`src/rtl/uart_tb_pkg.sv`:
```
// Shared types and constants for the UART test-bench transmit scheduler.
package uart_tb_pkg;

  localparam int C_FRAME_CNT_WIDTH = 16;

  typedef enum logic [1:0] {
    ST_IDLE,
    ST_START,
    ST_WAIT_DONE,
    ST_GAP
  } t_uart_sched_state;

endpackage

```
`src/rtl/uart_rr_arbiter.sv`:
```
// Combinational round-robin arbiter: picks the first requester after last_grant,
// wrapping around, so the previously granted requester has lowest priority.
module uart_rr_arbiter #(
  parameter int G_NB_REQ = 4
) (
  input  logic [G_NB_REQ-1:0]         req,
  input  logic [$clog2(G_NB_REQ)-1:0] last_grant,
  output logic [$clog2(G_NB_REQ)-1:0] grant,
  output logic                        any_req
);

  localparam int IDX_W = $clog2(G_NB_REQ);

  function automatic logic [IDX_W-1:0] wrap_idx(input logic [IDX_W-1:0] base, input int off);
    int s;
    s = int'(base) + off;
    if (s >= G_NB_REQ) s = s - G_NB_REQ;
    return IDX_W'(s);
  endfunction

  // Scan from the farthest offset down so the nearest valid requester wins.
  always_comb begin
    grant   = '0;
    any_req = |req;
    for (int i = G_NB_REQ; i >= 1; i--) begin
      if (req[wrap_idx(last_grant, i)]) grant = wrap_idx(last_grant, i);
    end
  end

endmodule

```
`src/rtl/uart_tx_scheduler.sv`:
```
// Shares one tx_uart between several byte requesters: round-robin grant, start pulse,
// wait for the done edge (with timeout), then a programmable idle gap.
module uart_tx_scheduler
  import uart_tb_pkg::*;
#(
  parameter int G_NB_REQ     = 4,
  parameter int G_DATA_WIDTH = 8,
  parameter int G_GAP_WIDTH  = 16,
  parameter int G_TIMEOUT    = 65535
) (
  input  logic                             clk,
  input  logic                             rst_n,
  input  logic                             i_enable,
  input  logic [G_GAP_WIDTH-1:0]           i_gap_cycles,
  input  logic [G_NB_REQ-1:0]              i_req_valid,
  input  logic [G_NB_REQ*G_DATA_WIDTH-1:0] i_req_data,
  output logic [G_NB_REQ-1:0]              o_req_ready,
  output logic                             o_start_tx,
  output logic [G_DATA_WIDTH-1:0]          o_tx_data,
  input  logic                             i_tx_done,
  output logic                             o_busy,
  output logic [$clog2(G_NB_REQ)-1:0]      o_grant_id,
  output logic [C_FRAME_CNT_WIDTH-1:0]     o_frame_cnt,
  output logic                             o_timeout_err
);

  localparam int IDX_W = $clog2(G_NB_REQ);
  localparam int TO_W  = $clog2(G_TIMEOUT + 1);

  t_uart_sched_state    state, state_nxt;
  logic [IDX_W-1:0]     last_grant;
  logic [IDX_W-1:0]     arb_grant;
  logic                 any_req;
  logic                 done_p;
  logic                 done_edge;
  logic                 timeout_hit;
  logic                 grant_en;
  logic                 frame_end;
  logic                 frame_inc;
  logic [TO_W-1:0]      to_cnt;
  logic [G_GAP_WIDTH-1:0] gap_cnt;

  uart_rr_arbiter #(
    .G_NB_REQ(G_NB_REQ)
  ) u_arb (
    .req       (i_req_valid),
    .last_grant(last_grant),
    .grant     (arb_grant),
    .any_req   (any_req)
  );

  // A done level already high when WAIT_DONE is entered must not complete the frame.
  assign done_edge   = i_tx_done & ~done_p;
  assign timeout_hit = (to_cnt == TO_W'(G_TIMEOUT - 1));

  always_ff @(posedge clk or negedge rst_n) begin
    if (!rst_n) state <= ST_IDLE;
    else        state <= state_nxt;
  end

  always_comb begin
    state_nxt     = state;
    grant_en      = 1'b0;
    frame_end     = 1'b0;
    frame_inc     = 1'b0;
    o_start_tx    = 1'b0;
    o_req_ready   = '0;
    o_timeout_err = 1'b0;
    o_busy        = (state != ST_IDLE);
    case (state)
      ST_IDLE: begin
        if (i_enable && any_req) begin
          grant_en  = 1'b1;
          state_nxt = ST_START;
        end
      end
      ST_START: begin
        o_start_tx              = 1'b1;
        o_req_ready[o_grant_id] = 1'b1;
        state_nxt               = ST_WAIT_DONE;
      end
      ST_WAIT_DONE: begin
        // Done takes priority over a simultaneous timeout.
        if (done_edge) begin
          frame_end = 1'b1;
          frame_inc = 1'b1;
        end else if (timeout_hit) begin
          frame_end     = 1'b1;
          o_timeout_err = 1'b1;
        end
        if (frame_end) state_nxt = (i_gap_cycles == '0) ? ST_IDLE : ST_GAP;
      end
      ST_GAP: begin
        if (gap_cnt <= G_GAP_WIDTH'(1)) state_nxt = ST_IDLE;
      end
      default: state_nxt = ST_IDLE;
    endcase
  end

  always_ff @(posedge clk or negedge rst_n) begin
    if (!rst_n) begin
      done_p      <= 1'b0;
      last_grant  <= IDX_W'(G_NB_REQ - 1);
      o_grant_id  <= '0;
      o_tx_data   <= '0;
      to_cnt      <= '0;
      gap_cnt     <= '0;
      o_frame_cnt <= '0;
    end else begin
      done_p <= i_tx_done;
      if (grant_en) begin
        last_grant <= arb_grant;
        o_grant_id <= arb_grant;
        o_tx_data  <= i_req_data[int'(arb_grant)*G_DATA_WIDTH +: G_DATA_WIDTH];
      end
      if (state == ST_START)          to_cnt <= '0;
      else if (state == ST_WAIT_DONE) to_cnt <= to_cnt + TO_W'(1);
      if (frame_inc) o_frame_cnt <= o_frame_cnt + C_FRAME_CNT_WIDTH'(1);
      // Gap length is latched at frame end; later changes only affect the next frame.
      if (frame_end)              gap_cnt <= i_gap_cycles;
      else if (state == ST_GAP)   gap_cnt <= gap_cnt - G_GAP_WIDTH'(1);
    end
  end

endmodule
```
`config.mk`:
```
export PLATFORM = sky130hd
export DESIGN_NAME = uart_tx_scheduler
export DESIGN_NICKNAME = d
export VERILOG_FILES = /design/src/rtl/uart_tb_pkg.sv /design/src/rtl/uart_rr_arbiter.sv /design/src/rtl/uart_tx_scheduler.sv
export SDC_FILE = /design/constraint.sdc
export NUM_CORES = 1
export LEC_CHECK = 0
export BUFFER_PORTS_ARGS = -buffer_cell sky130_fd_sc_hd__buf_4
export CAP_MARGIN = 20
export CORE_AREA = 2 2 84 86
export CTS_CLUSTER_SIZE = 28
export DETAILED_ROUTE_END_ITERATION = 16
export DIE_AREA = 0 0 86 88
export HOLD_SLACK_MARGIN = 0.05
export PLACE_DENSITY = 0.78
export SYNTH_ARGS = -nofsm -noshare
export SYNTH_HDL_FRONTEND = slang
export SYNTH_HIERARCHICAL = 1
export SYNTH_SLANG_ARGS = --single-unit
```
`constraint.sdc`:
```
create_clock -name clk -period 2.6 [get_ports clk]
set_clock_uncertainty 0.05 [all_clocks]
set_input_delay 0.26 -clock clk [delete_from_list [all_inputs] [get_ports clk]]
set_output_delay 0.26 -clock clk [all_outputs]
set_load 0.02 [all_outputs]
```
Word-level counts from Yosys, hierarchy flattened:

Index checks and enable logic that the tools add are counted.

* flip-flop bits (word level): 63
* bits of input ports: 56
* output and inout bits: 33
* word-level logic and storage cells: 88

* add/sub/neg operators: 11
* $lt $le $gt $ge: 11
* eq/ne operators: 7
* shifts and indexed selects: 1
* multiplexer cells: 39
* bitwise logic cells: 2
* reduce and logical (&&, ||, !) cells: 9

Operators by type and width (number)
* $mux W16: 4
* $add A16 B1 Y16 const B: 2
* $shiftx A32 B6 Y8: 1
* $mux W2: 12
* $eq A16 B16 Y1 const B: 1
* $le A16 B1 Y1 const B: 1
* $logic_not A16 Y1: 1
* $mux W1: 16
* $sub A16 B1 Y16 const B: 1
* $lt A2 B3 Y1 const B: 5
* $ge A3 B3 Y1 const B: 3
* $bmux W1 S2: 4
* $pmux W2 S4: 1
* $sub A2 B1 Y2 const B: 4
* $add A2 B2 Y3 const B: 2
* $ne A2 B2 Y1 const B: 3
* $reduce_bool A2 Y1: 3
* $add A2 B3 Y4 const B: 1
* $eq A2 B2 Y1 const B: 2
* $ge A4 B3 Y1 const B: 1
* $mux W4: 1
* $reduce_or A4 Y1: 1
* $add A2 B1 Y3 const B: 1
* $reduce_and A3 Y1: 1
* 7 further kinds: 8

Longest topological paths before layout:

Gate-level depths: netlist of run 1.

* depth after elaboration: 10
* depth in mapped cells: 8
* depth with buffers taken out: 7

Modules after synthesis:

The synthesis of run 1 kept the hierarchy.

Modules (own cells, without submodules)
* uart_tx_scheduler: times used 1, cells each 316, area each 3301.9 um^2, seq. area each 1579.0 um^2
* uart_rr_arbiter: times used 1, cells each 14, area each 91.3 um^2, seq. area each 0.0 um^2

Least setup slack after synthesis of run 1:

OpenSTA, ideal clock, no wires.

* kind: register to register
* start point: register last_grant[1]
* end point: register o_tx_data[2]
* setup time: 0.125 ns
* arrival time: 1.909 ns
* required time: 2.425 ns
* path slack: 0.516 ns
* stages on the path, launching flop included: 7
* path buffers: 1
* clock period less this slack: 2.084 ns
* path through: dfstp_2 > nand2b_1 > a21oi_2 > o221ai_2 > buf_2 > mux4_2 > mux2_2

* cells in the longest elaborated chain, start to end: 10
* elaborated cells between the ends (all ways): 29
* those cells by class: 8 x add/sub; 4 x order compare; 1 x shift; 16 x mux

Ends and longest elaborated chain
* start: declaration: RTL line uart_tx_scheduler.sv:31 `logic [IDX_W-1:0] last_grant;`
* start signal: assignment: RTL line uart_tx_scheduler.sv:103 `last_grant <= IDX_W'(G_NB_REQ - 1);`
* start signal: assignment: RTL line uart_tx_scheduler.sv:112 `last_grant <= arb_grant;`
* $add A2 B3 Y4: RTL line uart_rr_arbiter.sv:16 `s = int'(base) + off;`
* $ge A4 B3 Y1 / $sub A2 B1 Y2 (equally long branches): RTL line uart_rr_arbiter.sv:17 `if (s >= G_NB_REQ) s = s - G_NB_REQ;`
* $mux W2: RTL line uart_rr_arbiter.sv:17
* $bmux W1 S2: RTL line uart_rr_arbiter.sv:26 `if (req[wrap_idx(last_grant, i)]) grant = wrap_idx(last_grant, i);`
* $mux W1 (implied by the code): RTL line uart_rr_arbiter.sv:26
* $mux W2 (3 in series): RTL line uart_rr_arbiter.sv:26
* $mux W2 (*): RTL line uart_rr_arbiter.sv:26
* named net arb_grant[0]: RTL line uart_tx_scheduler.sv:32 `logic [IDX_W-1:0] arb_grant;`
* $shiftx A32 B6 Y8 (*): RTL line uart_tx_scheduler.sv:114 `o_tx_data <= i_req_data[int'(arb_grant)*G_DATA_WIDTH +: G_DATA_WIDTH];`
* end signal: assignment: RTL line uart_tx_scheduler.sv:114
* end: declaration: RTL line uart_tx_scheduler.sv:19 `output logic [G_DATA_WIDTH-1:0] o_tx_data,`

The timed path passes the listed nets; every way through them passes the cells marked *. The select of a mux whose other input is x is not followed.
A chain may end at the register's enable or synchronous reset.

Worst setup path in the final report of run 1:

* start point: register state[0]
* end point: register o_frame_cnt[13]

* cells in the longest elaborated chain, start to end: 2

Ends and longest elaborated chain
* start: declaration: RTL line uart_tx_scheduler.sv:30 `t_uart_sched_state state, state_nxt;`
* start signal: assignment: RTL line uart_tx_scheduler.sv:58 `else state <= state_nxt;`
* $eq A2 B2 Y1: RTL line uart_tx_scheduler.sv:70 `case (state)`
* $mux W1: RTL line uart_tx_scheduler.sv:70
* end signal: assignment: RTL line uart_tx_scheduler.sv:118 `if (frame_inc) o_frame_cnt <= o_frame_cnt + C_FRAME_CNT_WIDTH'(1);`
* end: declaration: RTL line uart_tx_scheduler.sv:23 `output logic [C_FRAME_CNT_WIDTH-1:0] o_frame_cnt,`

Every way passes these cells.

==> results by stage, run 1 <==
Logic synthesis:
- The total standard cell area after synthesis is 3390 µm².
- Synthesis produced 330 cells.
- The leading area contributor after synthesis is sky130_fd_sc_hd__dfrtp_1.
- In this run, synthesis inferred 0 flip-flops with an integrated enable.
- The flip-flop cell with the highest count after synthesis is sky130_fd_sc_hd__dfrtp_1.
- After synthesis, the share of flip-flops with an asynchronous set or reset is 100%.
- The part of the Yosys area used for sequential elements is 46.5%.
- The number of storage elements in the synthesis netlist is 63.
- By area the synthesized netlist is led by sky130_fd_sc_hd__dfrtp_1, sky130_fd_sc_hd__xnor2_1, sky130_fd_sc_hd__mux4_2.
- A synthesized cell averages 10.3 µm².
- For this run, the number of Yosys warnings is 6.
- The count of different cell masters after synthesis is 43.
- The net count after synthesis is 395.
- The top cell type by area accounts for 45.0% of the synthesized area.

Cells and area:
- The synthesis-to-finish area growth is 30.2%.
- Of the cells placed in the final design, the portion with a size suffix greater than 1 is 32.3%.
- After routing the design area is 4420 µm².
- The final-layout fill cell count is 538.
- At the end of the flow, the number of nets in the layout was 490.
- 0 antenna diodes ended up in the layout.
- Cells fill 66.5% of the core in the end.

Floorplanning:
- For this configuration, the core starts out at a cell density of 51.1%.
- In this run the standard cell core region covers 6640 µm².
- The total number of placement rows is 30.
- Measured along the x axis, the die boundary spans 86 µm.
- The count of pins on the block boundary is 89.
- The floorplan step set the die height to 88 µm.
- The floorplan step defined a die boundary enclosing 7570 µm².

Placed design:
- The placer's final routability congestion estimate is 0.817.
- The number of buffer cells added on primary ports is 88.
- The post-detailed-placement half-perimeter wirelength is 5480 µm.
- The post-placement cell area is 4140 µm².
- At the placement stage, the worst setup path has a slack of 0.361 ns.

CTS:
- The number of H-tree levels is 3.
- The clock transition at the registers of the reported paths is 0.07 ns.
- In this run the clock root is driven by a sky130_fd_sc_hd__clkbuf_8.
- The sink count of the clock tree is 63.
- Counting the buffers created by CTS gives 9.
- TritonCTS built the clock tree.
- The total setup buffers inserted after CTS is 0.
- Clock latency on the worst-skew pair, taken at its later pin, is 0.34 ns.
- The clock tree buffer depth is 2.

Global route:
- The number of global-route vias before repair was 2731.
- The wire length of the first global-routing pass is 12300 µm.
- The number of antenna violations at the first check in global routing is 0.
- Global routing finished with a remaining overflow of 0.
- The global routing usage summed across all routing layers is 20.8%.
- The largest net degree at the start of global routing is 64.

Setup path:
- For the worst setup path, the data required time is 2.78 ns.
- The startpoint identified for the worst register-to-register timing path is state[0]$_DFFE_PN0P_.
- For the worst setup path, the data arrival time is 2.42 ns.
- The worst setup path is launched from a flop.
- Along the worst path, the maximum fanout reaches 6.
- STA classifies the critical path endpoint as a flop.
- The launch point of the worst path is state[0]$_DFFE_PN0P_.
- The critical setup path kind is reg -> reg.

Timing:
- Setup violations remaining at the end of the flow were counted as 0.
- The setup slack after layout is 0.362 ns.
- Derived from the worst setup path, the maximum achievable clock frequency is 0.447 GHz.
- The final number of max-transition violations was 0.
- Setup repair after global routing left no endpoint under its margin.
- The number of endpoints with negative hold slack in the final report is 0.
- For the pin with the worst max-slew slack, the measured transition is 0.801 ns.
- Hold timing on the final database bottoms out at a slack of 0.0987 ns.
- The relative slew slack is 46.6%.
- For the finished layout, the period the worst path requires is 2.24 ns.
- For the final routed database, the setup TNS stands at 0 ns.
- Of the available clock period, the critical path in the final layout requires 86.1%.

Hold path:
- The tightest min-delay check is of the in -> reg type.
- The hold path startpoint is i_gap_cycles[1].

Power and ir drop:
- The power density over the cells is 961 nW/µm².
- Summed over all cells, the static leakage comes to 1.99 nW.
- VDD sags by at most 0.645 mV.

Detailed routing:
- The via total after detailed routing is 2797.
- In the final routed layout, each cell accounts on average for 14.7 µm.
- The number of detailed-route iterations in the first pass is 4.
- After the first detailed-routing iteration, the DRC count stood at 171.
- For this run, design rule violations remaining after detail routing come to 0.
- For this block, the routed nets add up to 7510 µm of wire.
- In this run the remaining antenna-violating nets after routing total 0.
- The per-cell via count in the routed design is 5.48.

Flow run:
- The number of maximum-capacitance constraint violations is 0.

Outcome:
- The flow ran to the end, and the final reports show no timing, DRC or antenna violations.
## final timing paths
kind                                                     to  slack (ns)  cells after the start
worst max-delay path            o_frame_cnt[13]$_DFFE_PN0P_        0.36                      7
worst min-delay path                 gap_cnt[1]$_DFFE_PN0P_         0.1                      2
worst max register to register  o_frame_cnt[13]$_DFFE_PN0P_        0.36                      7
worst min register to register  o_frame_cnt[15]$_DFFE_PN0P_        0.44                      1
max in group asynchronous            gap_cnt[4]$_DFFE_PN0P_        1.47                      2
min in group asynchronous             to_cnt[6]$_DFFE_PN0P_        0.49                      2
## critical path: stages (launching register included)
cell and delay [ns]:
sky130_fd_sc_hd__dfrtp_1 0.43, sky130_fd_sc_hd__inv_1 0.10, sky130_fd_sc_hd__ha_1 0.23, sky130_fd_sc_hd__and3b_1 0.35
sky130_fd_sc_hd__nand4_1 0.22, sky130_fd_sc_hd__nor3_1 0.42, sky130_fd_sc_hd__nand4_1 0.17, sky130_fd_sc_hd__xnor2_1 0.16
## cells in the mapped netlist (2+ instances only)
cell                        n
sky130_fd_sc_hd__nand2_1   30
sky130_fd_sc_hd__ha_1       9
sky130_fd_sc_hd__a21oi_2    2
sky130_fd_sc_hd__a21oi_1   20
sky130_fd_sc_hd__nor2_1    39
sky130_fd_sc_hd__xor2_1    12
sky130_fd_sc_hd__nor4_1     9
sky130_fd_sc_hd__and3_1     3
sky130_fd_sc_hd__and4_1     4
sky130_fd_sc_hd__nand4_1   12
sky130_fd_sc_hd__o31ai_1    3
sky130_fd_sc_hd__xnor2_1   26
sky130_fd_sc_hd__o21ai_0    7
sky130_fd_sc_hd__mux2i_1    2
sky130_fd_sc_hd__nand2b_1   7
sky130_fd_sc_hd__or3_1      3
sky130_fd_sc_hd__dfrtp_1   61
sky130_fd_sc_hd__clkbuf_1   4
sky130_fd_sc_hd__mux2_2     9
sky130_fd_sc_hd__nor3_1     6
sky130_fd_sc_hd__dfstp_2    2
sky130_fd_sc_hd__nor3_2     2
sky130_fd_sc_hd__mux4_2     8
sky130_fd_sc_hd__buf_2      4
sky130_fd_sc_hd__nand3_1   13
sky130_fd_sc_hd__inv_1     10
sky130_fd_sc_hd__and3b_1    2
sky130_fd_sc_hd__a31oi_1    6
## area by class of cell
type / count / area (µm²) / share of cell area [%]
clock buffer: 11 / 151 / 3.43
inverter: 10 / 37.5 / 0.850
timing repair buffer: 93 / 703 / 15.9
clock inverter: 5 / 104 / 2.35
multi-input combinational: 248 / 1740 / 39.4
sequential: 63 / 1580 / 35.8
tap: 80 / 100 / 2.27
## flip-flops by register name (all words and copies together) (netlist names)
name,flops
done_p,1
o_frame_cnt,16
o_tx_data,8
to_cnt,16
last_grant,2
o_grant_id,2
state,2
gap_cnt,16
## repair_timing
item	in CTS	in global routing
gates resized for setup	0	0
endpoints found under the hold margin	62	0
hold buffers	2	0
## per-stage QoR
step	cells	total power [mW]
3_5_place_dp	492	3.17
3_3_place_gp	492	3.11
6_report	510	4.25
2_1_floorplan	330	2.62
5_1_grt	510	4.52
4_1_cts	510	4.28
## logic make-up (layout without fill, tap and decap cells)
kind of cell | count (synthesis) | in the layout | synth area share [%]
buf+inv | 19 | 119 | 2.25
simple gates | 140 | 140 | 21.4
xor+xnor | 38 | 38 | 9.81
mux | 20 | 20 | 9.22
flops | 63 | 63 | 46.5
fa+ha+maj | 9 | 9 | 3.32
compound gates | 41 | 41 | 7.45
## layout by cell type (no fill, tap or decap), drive strengths merged, types with 3 or more instances in the layout
master / instances
nor4: 9
and4: 4
mux4: 8
nand3: 13
ha: 9
mux2: 10
nor3: 8
nand2b: 7
nand4: 13
bufinv: 3
xor2: 12
clkbuf: 11
inv: 10
a31oi: 6
o21ai: 7
o31ai: 3
a21oi: 22
and3: 3
nand2: 30
dfrtp: 61
xnor2: 26
or3: 4
buf: 91
nor2: 40
## metal layers
| layer | GRT usage (%) | share of wire [%] |
|---|---|---|
| met4 | 11.5 | 2.3 |
| met2 | 33.1 | 50 |
| met3 | 3.58 | 4.4 |
| met1 | 27.2 | 43 |
| met5 | 0 | 0 |
## where the power goes
group | internal (mW) | switching [mW]
combinational | 0.764 | 0.820
clock | 0.689 | 0.392
sequential | 1.28 | 0.300
total | 2.73 | 1.51
No activity file was read; power rests on OpenSTA's default activity.
==> inputs of run 2 (changes only) <==
--- a/config.mk
+++ b/config.mk
@@ -7,12 +7,12 @@
 export LEC_CHECK = 0
 export BUFFER_PORTS_ARGS = -buffer_cell sky130_fd_sc_hd__buf_4
 export CAP_MARGIN = 20
-export CORE_AREA = 2 2 84 86
+export CORE_AREA = 2 2 90 92
 export CTS_CLUSTER_SIZE = 28
 export DETAILED_ROUTE_END_ITERATION = 16
-export DIE_AREA = 0 0 86 88
+export DIE_AREA = 0 0 92 94
 export HOLD_SLACK_MARGIN = 0.05
-export PLACE_DENSITY = 0.78
+export PLACE_DENSITY = 0.69
 export SYNTH_ARGS = -nofsm -noshare
 export SYNTH_HDL_FRONTEND = slang
 export SYNTH_HIERARCHICAL = 1
==> constraint.sdc (replaced) <==
create_clock -name clk -period 2.6 [get_ports clk]
set_clock_uncertainty 0.05 [all_clocks]
set_input_delay 0.26 -clock clk [delete_from_list [all_inputs] [get_ports clk]]
set_output_delay 0.26 -clock clk [all_outputs]
set_load 0.1 [all_outputs]
==> results by stage, run 2 (synthesis results as in run 1) <==
CTS:
- The number of buffers added by the clock tree synthesis step is 9.
- Clock-pin slew was measured on the worst setup and hold paths at 0.08 ns.
- The H-tree was split into 3 levels.
- The clock tree buffer depth is 2.
- The sink count of the clock tree is 63.
- The insertion delay of the later-clocked pin in the worst-skew pair is 0.34 ns.
- TritonCTS built the clock tree.
- The tree is rooted in a sky130_fd_sc_hd__clkbuf_8.

Timing:
- The maximum clock rate is 0.445 GHz.
- The worst hold slack is 0.0953 ns.
- For the final routed database, the setup TNS stands at 0 ns.
- The slew at the pin with the worst max-slew slack is 0.922 ns.
- The number of endpoints failing setup at the final stage is 0.
- The final number of max-transition violations is 0.
- Setup repair after global routing left no endpoint under its margin.
- The final period demand of the worst path is 2.25 ns.
- The number of endpoints with negative hold slack in the final report was 0.
- The portion of the clock cycle consumed by the worst path in the final layout is 86.4%.
- Measured against its own limit, the worst slew margin works out to 38.5%.

Cells and area:
- The layout cell share with drive strength beyond 1 is 33.1%.
- The repair_antennas step left the layout with diodes totalling 0.
- The final layout contains 489 nets.
- The final cell count without fillers is 531.
- The filler cells instantiated in the layout total 671.
- The largest registers in the layout are gap_cnt (16), o_frame_cnt (16), to_cnt (16).
- At the end of the flow the core is filled with cells to 58.0%.
- Leaving out fill and tap cells, the most frequent cell in the layout is sky130_fd_sc_hd__buf_4.
- The synthesis-to-finish area growth is 30.0%.
- In the layout the commonest cells are sky130_fd_sc_hd__buf_4, sky130_fd_sc_hd__dfrtp_1, sky130_fd_sc_hd__nor2_1, sky130_fd_sc_hd__nand2_1, sky130_fd_sc_hd__xnor2_1.

Detailed routing:
- After detailed routing, the total wire length is 7480 µm.
- The count of unresolved DRC violations after routing is 0.
- Summing over every cut layer, the via total after detailed routing is 2795.
- After detailed routing, the average wire length per cell comes to 14.1 µm.
- The per-cell via count in the routed design is 5.26.
- After the first detailed-routing iteration, the DRC count stood at 127.
- The first detailed-routing pass ran for 4 iterations.
- Once detail routing completed, the nets flagged for antenna violations numbered 0.

Floorplanning:
- The starting density of the core is 44.6%.
- The total number of placement rows is 32.
- The die covers 8650 µm².
- The y dimension of the die is 94 µm.
- The core region is 7610 µm².
- The die extent in x is 92 µm.
- 89 I/O pins were placed.

Setup path:
- The cell at the slowest stage of the critical path is sky130_fd_sc_hd__a21oi_1.
- The data arrival time at the worst-slack endpoint is 2.43 ns.
- The endpoint class of the critical path is a flop.
- Of all nets on the critical path, the largest fanout is 9.
- The signal on the critical path passes through a31oi_1 > a21oi_1 > mux4_2 > mux2_2.
- The buffer and inverter count on the worst path is 0.
- The largest single stage delay on the critical path is 0.71 ns.
- By startpoint and endpoint, the worst setup path is classified as reg -> reg.
- The worst reg-to-reg setup slack is 0.35 ns.
- At the worst endpoint, the required time is 2.78 ns.
- In this design, the largest share of critical-path delay is due to compound AO/OA/AOI/OAI gates.
- The critical path launch point type is a flop.

Global route:
- In the global route stage, overall resource usage came out at 18.5%.
- Entering global routing, the biggest net connects 64 pins.
- The wire length of the first global-routing pass is 12700 µm.
- The number of global-route vias before repair is 2725.
- The remaining global-route overflow is 0.
- The number of antenna violations at the first check in global routing is 0.

Power and ir drop:
- The power density over the cells is 1100 nW/µm².
- In this run the static leakage power is 1.97 nW.
- The peak supply drop is 0.839 mV.

Placed design:
- Detailed placement finished with a half-perimeter wire length of 5500 µm.
- The number of buffer cells added on primary ports is 88.
- At the end of routability-driven placement, the weighted congestion stood at 0.775.
- The placed cell count is 513.

Hold path:
- The worst min-delay path class is in -> reg.

Outcome:
- The run finished with clean final reports.

Flow run:
- The tool flagged a number of max-cap violations equal to 0.
run 2: through the flow:
stage | setup WS, ns | power [mW] | area (µm²)
after floorplan | 0.274 | 3.48 | 3420
after global placement | 0.424 | 3.98 | 4190
after detailed placement | 0.345 | 4.04 | 4190
after CTS | 0.331 | 4.90 | 4410
after global routing | 0.205 | 5.17 | 4410
final | 0.354 | 4.87 | 4410
run 2: routing by layer:
metal | share of wire (%) | global-route usage [%]
met5 | 0 | 0
met4 | 1.7 | 5.60
met3 | 4.4 | 4.49
met2 | 50 | 30.8
met1 | 44 | 24.0
run 2: cell type report:
class / count / area (µm²) / area share [%]
clock buffers: 9 / 124 / 2.81
clock inverters: 7 / 73.8 / 1.67
inverters: 10 / 37.5 / 0.851
multi-input cells: 248 / 1770 / 40.2
flip-flops and latches: 63 / 1580 / 35.8
well taps: 102 / 128 / 2.89
repair buffers: 92 / 696 / 15.8
run 2: final timing paths:
path	start	to	depth (start not counted)
max in group asynchronous	rst_n	gap_cnt[3]$_DFFE_PN0P_	2
worst min-delay path	i_gap_cycles[1]	gap_cnt[1]$_DFFE_PN0P_	2
worst max-delay path	last_grant[1]$_DFFE_PN1P_	o_tx_data[2]$_DFFE_PN0P_	4
min in group asynchronous	rst_n	gap_cnt[10]$_DFFE_PN0P_	2
worst max register to register	last_grant[1]$_DFFE_PN1P_	o_tx_data[2]$_DFFE_PN0P_	4
worst min register to register	o_frame_cnt[15]$_DFFE_PN0P_	o_frame_cnt[15]$_DFFE_PN0P_	1
run 2: repair_timing:
item	4_1_cts	5_1_grt
resized for setup	0	0
buffers inserted	0	0
hold buffers	2	0
endpoints found under the hold margin	62	0
run 2: report_power, final:
| group | switching, mW | internal [mW] | leakage (nW) | total, mW |
|---|---|---|---|---|
| Clock | 0.409 | 0.444 | 0.0992 | 0.853 |
| Sequential | 0.311 | 1.28 | 0.787 | 1.59 |
| Combinational | 1.65 | 0.774 | 1.08 | 2.43 |
